--- src/rtl/four_bit_adder_overflow.sv ---
// four_bit_adder_overflow: signed WIDTH-bit adder with overflow/carry flags and
// registered outputs, built from a ripple chain of full-adder cells.
// Optional feature: define FOUR_BIT_ADDER_OVERFLOW_SAT_EN to clamp the sum on
// signed overflow (overflow and carry_out are reported unchanged).

// One ripple stage.
module four_bit_adder_overflow_fa (
  input  logic a,
  input  logic b,
  input  logic ci,
  output logic s,
  output logic co
);
  assign s  = a ^ b ^ ci;
  assign co = (a & b) | (ci & (a ^ b));
endmodule

module four_bit_adder_overflow #(
  parameter int WIDTH = 4
) (
  input  logic             clk,
  input  logic             rst,
  input  logic             in_valid,
  input  logic [WIDTH-1:0] operand1,
  input  logic [WIDTH-1:0] operand2,
  output logic [WIDTH-1:0] sum,
  output logic             overflow,
  output logic             carry_out,
  output logic             out_valid
);
  localparam int STAGES = 1;

  logic [WIDTH:0]   c;
  logic [WIDTH-1:0] s;
  logic             ovf;
  logic [WIDTH-1:0] res;
  logic [STAGES:0]  vld_pipe;

  assign c[0] = 1'b0;

  genvar i;
  generate
    for (i = 0; i < WIDTH; i++) begin : g_fa
      four_bit_adder_overflow_fa u_fa (
        .a  (operand1[i]),
        .b  (operand2[i]),
        .ci (c[i]),
        .s  (s[i]),
        .co (c[i+1])
      );
    end
  endgenerate

  // Signed overflow: carry into the MSB differs from carry out of it.
  assign ovf = c[WIDTH-1] ^ c[WIDTH];

`ifdef FOUR_BIT_ADDER_OVERFLOW_SAT_EN
  // On overflow both operands share the sign; clamp toward that sign.
  always_comb begin
    res = s;
    if (ovf) res = operand1[WIDTH-1] ? {1'b1, {(WIDTH-1){1'b0}}}
                                     : {1'b0, {(WIDTH-1){1'b1}}};
  end
`else
  assign res = s;
`endif

  // Valid tracks capture enables; reset clears it.
  assign vld_pipe[0] = in_valid;
  always_ff @(posedge clk) begin
    if (rst) vld_pipe[STAGES:1] <= '0;
    else     vld_pipe[STAGES:1] <= vld_pipe[STAGES-1:0];
  end
  assign out_valid = vld_pipe[STAGES];

  // Result registers: load on in_valid, otherwise hold.
  always_ff @(posedge clk) begin
    if (rst) begin
      sum       <= '0;
      overflow  <= 1'b0;
      carry_out <= 1'b0;
    end else if (in_valid) begin
      sum       <= res;
      overflow  <= ovf;
      carry_out <= c[WIDTH];
    end
  end
endmodule

--- config.mk ---
export PLATFORM = sky130hd
export DESIGN_NAME = four_bit_adder_overflow
export DESIGN_NICKNAME = d
export VERILOG_FILES = /design/src/rtl/four_bit_adder_overflow.sv
export SDC_FILE = /design/constraint.sdc
export NUM_CORES = 1
export LEC_CHECK = 0
export ABC_AREA = 0
export ABC_CLOCK_PERIOD_IN_PS = 2200
export CAP_MARGIN = 20
export CORE_AREA = 2 2 39 41
export CTS_BUF_LIST = sky130_fd_sc_hd__clkbuf_8 sky130_fd_sc_hd__clkbuf_16
export CTS_CLUSTER_DIAMETER = 30
export DETAILED_ROUTE_END_ITERATION = 7
export DIE_AREA = 0 0 41 43
export GPL_ROUTABILITY_DRIVEN = 0
export PLACE_DENSITY = 0.64
export SYNTH_ARGS = -nofsm -noshare
export SYNTH_HDL_FRONTEND = slang
export SYNTH_SLANG_ARGS = --single-unit
--- constraint.sdc ---
create_clock -name clk -period 2.2 [get_ports clk]
set_input_delay 0.44 -clock clk [delete_from_list [all_inputs] [get_ports clk]]
set_output_delay 0.44 -clock clk [all_outputs]
set_load 0.005 [all_outputs]
[Word level (Yosys, flattened, before mapping)]
Cells that the tools add are included.
Storage, ports and cells
  bits in writable memories: 0
  memory bits (read-only): 0
  bits in latches: 0
  word-level logic and storage cells: 22
  bits in registers: 7
  memories kept: 0
Operators by class
  shifts and indexed selects: 0
  add/sub/neg operators: 0
  $mul: 0
  muxes and demuxes: 0
  $lt $le $gt $ge: 0
  reductions and logical operators: 0
  bitwise logic cells: 18
  eq/ne operators: 0
  div/mod/pow operators: 0
Operators by type and width (count)
  $xor A1 B1 Y1: 8
  $and A1 B1 Y1: 7
  $or A1 B1 Y1: 3

[Depth between registers and ports, before layout]
  depth in word-level cells: 8
  mapped depth: 9
  mapped depth without buffers: 9

[By module]
A second synthesis with hierarchy kept.
Second synthesis, totals
  cell total of the unflattened synthesis: 27
  area total of the unflattened synthesis: 335.3 µm²
Modules (own cells, without submodules)
  four_bit_adder_overflow: area each 255.2 µm², cells each 23, times used 1
  four_bit_adder_overflow_fa: area each 20.0 µm², cells each 1, times used 4

[Worst setup path before layout]
OpenSTA, ideal clock, no wires.
  kind: input port to flip-flop
  start: in operand1[0]
  end: reg overflow
  stages: 9
  path buffers: 0
  arrival time: 1.926 ns
  required time: 2.086 ns
  setup slack: 0.160 ns
  cell sequence: ha_1 > inv_1 > fa_1 > inv_1 > fa_1 > inv_1 > fa_1 > xnor2_1 > a21o_1
On the way
  longest elaborated chain between the ends: 8
RTL lines
  start, declared: line 24  | input logic [WIDTH-1:0] operand1,
  $and A1 B1 Y1 * (2 in a row): line 15  | assign co = (a & b) | (ci & (a ^ b));
  $or A1 B1 Y1 *: line 15
  $and A1 B1 Y1 *: line 15
  $or A1 B1 Y1 *: line 15
  $and A1 B1 Y1: line 15
  $or A1 B1 Y1: line 15
  $xor A1 B1 Y1 *: line 55  | assign ovf = c[WIDTH-1] ^ c[WIDTH];
  end signal, assigned: line 84  | overflow <= ovf;
  end, declared: line 27  | output logic overflow,
Every way passes the cells marked *; elsewhere a longest branch is shown, timed or not.
A chain may end at the register's enable or synchronous reset.

[Worst setup path after layout]
  start: in operand1[1]
  end: reg overflow
On the way
  longest elaborated chain between the ends: 8
RTL lines (line)
  $xor A1 B1 Y1: 15
  $and A1 B1 Y1: 15
  $or A1 B1 Y1 *: 15
  $and A1 B1 Y1 *: 15
  $or A1 B1 Y1 *: 15
  $and A1 B1 Y1: 15
  $or A1 B1 Y1: 15
  $xor A1 B1 Y1 *: 55
Marks and branches as above.

==> impl_metrics.toml <==
[outcome]
outcome = "completed"

[synthesis]
synth_cell_types = 13
synth.ff_latch_count = 7
syn_avg_cell_area_um2 = 10.73
syn-num-nets = 48
ys_warn_count = 0
synthCells = 33
synth_area_um2 = 354.1
yosysSeqAreaShare_pct = 39.58

[clocking]
cts_htree_levels = 1
cts.sinks = 7
numCtsBuffers = 3
cts_tree = "yes"
clock_latency_ps = 220
path_clk_slew_ps = 40
root_buffer = "clkbuf_8"
cts_max_path_buffers = 2

[setup_path]
critPathArrivalTime_ps = 2220
cp-end-kind = "flop"
path_max_fanout = 2
required_ps = 2320
start_kind = "input port"
worstSetupPathType = "input port to flop"

[sta]
rsz0062_at_grt = "no"
drv_slew = 0
holdWs_ps = 478.9
tns_ps = 0
period_needed_ps = 2101
hold_violations = 0
finClkSkew_ps = 0
tightest_slew_ps = 438.4
fin_ws_ps = 98.60
max_freq_ghz = 0.4759
slew_headroom_pct = 70.68
min_period_over_period_pct = 95.52
setup_violations = 0

[placed_design]
dpl.hpwl_um = 514
placed_area_um2 = 540.5
numPortBuffers = 17
dp_slack_ps = -377.8

[final_layout]
regArea_um2 = 140.1
stdcell_area_um2 = 615.6
drive_gt1_share_pct = 32.73
multi_input_area_um2 = 198.9
post-route-util_pct = 44.48
antenna_cells = 0
fill_cells = 145
layout.nets = 71
layout-area-overhead-vs-synth_pct = 73.85

[drt]
wl_per_cell_um = 9.352
vias = 291
drtPass1Iterations = 4
detail_route.vias_per_cell = 4.099
drt_wl_total_um = 664
drc_errors = 0
first_iter_violations = 5
drt.antenna.violating_nets = 0

[floorplan]
core_um2 = 1384
io_pins = 18
num_rows = 14
die-area_um2 = 1763
initial_core_util_pct = 25.59
fp.dieH_um = 43
die_x_um = 41

[global_route]
grt-ovfl-total = 0
antenna_found_initial = 0
grt_max_degree = 11
grt_pass1_vias = 261
grt_use_total_pct = 9.505
grt_pass1_wl_um = 1083

[power]
p_sw_uw = 91.39
swShare_pct = 22.29
peakVddDrop_mv = 0.3060
p_int_uw = 318.7
p_leak_nw = 0.2789
p_comb_share_pct = 22.7
seq_power_share_pct = 35.1
pwr-share-clk_pct = 42.2
power.density_nw_per_um2 = 666.1

[min_path]
holdCritPathClass = "flop to flop"

[job]
maxCapViolCount = 0
[power groups by stage]
stage / clock [mW] / sequential (mW) / combinational [mW]
after floorplan: 0 / 0.147 / 0.0346
after global placement: 0 / 0.146 / 0.0828
after detailed placement: 0 / 0.146 / 0.0840
after CTS: 0.179 / 0.144 / 0.0928
after global routing: 0.184 / 0.145 / 0.105
final: 0.173 / 0.144 / 0.0932
[critical path: stages]
cell and delay (ps):
clkdlybuf4s50_1 450, inv_1 50, fa_2 320, inv_2 60, fa_2 200, inv_2 40, fa_2 360, xnor2_2 140
a21o_1 150
[layout by cell type (no fill, tap or decap), drive strengths merged]
cell	count
clkdlybuf4s50	14
inv	8
dfxtp	7
nor2	5
fa	3
clkbuf	3
a211oi	3
mux2i	2
dlygate4sd2	2
buf	2
nor2b	1
xnor2	1
nor3b	1
a21o	1
ha	1
dlymetal6s2s	1
[layout make-up]
cell class                 count  share of cell area, %
tap                           16                  3.252
clock buffer                   3                  6.707
multi-input combinational     18                  32.32
inverter                       7                  4.268
clock inverter                 1                 0.6098
timing repair buffer          19                  30.08
sequential                     7                  22.76
[per-stage QoR]
| stage | instances | total power [mW] |
|---|---|---|
| finish | 71 | 0.4101 |
| detailed placement | 66 | 0.2301 |
| global placement | 66 | 0.2286 |
| CTS | 70 | 0.4163 |
| floorplan | 33 | 0.1817 |
| global route | 71 | 0.4338 |
[what timing repair did]
action                     4_1_cts  5_1_grt
setup endpoints to repair        3        2
gates resized for setup         11        2
setup buffers                    0        1
hold buffers                     0        0
pin swaps                        6        4
[state kept, by name, summed over array words and instances, names as in the netlist]
| signal | count |
|---|---|
| sum | 4 |
| carry_out | 1 |
| out_valid | 1 |
| overflow | 1 |
[cell usage after synthesis, drive strengths merged]
cell	count	area, um^2
nor2	5	23.77
a211oi	3	22.52
nor3b	1	7.510
mux2i	2	20.02
xnor2	1	8.760
nor2b	1	13.76
ha	1	12.51
a21o	1	7.510
fa	3	60.06
buf	1	11.26
inv	7	26.28
dfxtp	7	140.1
[logic make-up after synthesis]
| family | share of synthesized area, % |
|---|---|
| AO/OA/AOI/OAI | 8.481 |
| XOR/XNOR | 2.474 |
| adder cells (fa/ha/maj) | 20.49 |
| buffers and inverters | 10.60 |
| flip-flops | 39.57 |
| multiplexers | 5.654 |
| AND/OR/NAND/NOR | 12.72 |
[per-layer routing]
layer | global-route usage (%) | wire, um | part of all wire (%) | vias to the layer above
met5 | 0 | 0 | 0 | -
met4 | 4.000 | 0 | 0 | 0
met3 | 6.283 | 49 | 7.4 | 0
met2 | 12.81 | 365 | 55 | 9
met1 | 11.51 | 249 | 38 | 137
li1 | - | - | - | 145
[path summary, 6_finish.rpt]
kind | start | to | slack, ps | cells after the start
setup / recovery | operand1[1] | overflow | 100 | 9
hold reg to reg | sum[1] | sum[1] | 480 | 2
setup reg to reg | overflow | overflow | 1500 | 2
hold / removal | sum[1] | sum[1] | 480 | 2
No activity file was read; power rests on OpenSTA's default activity.
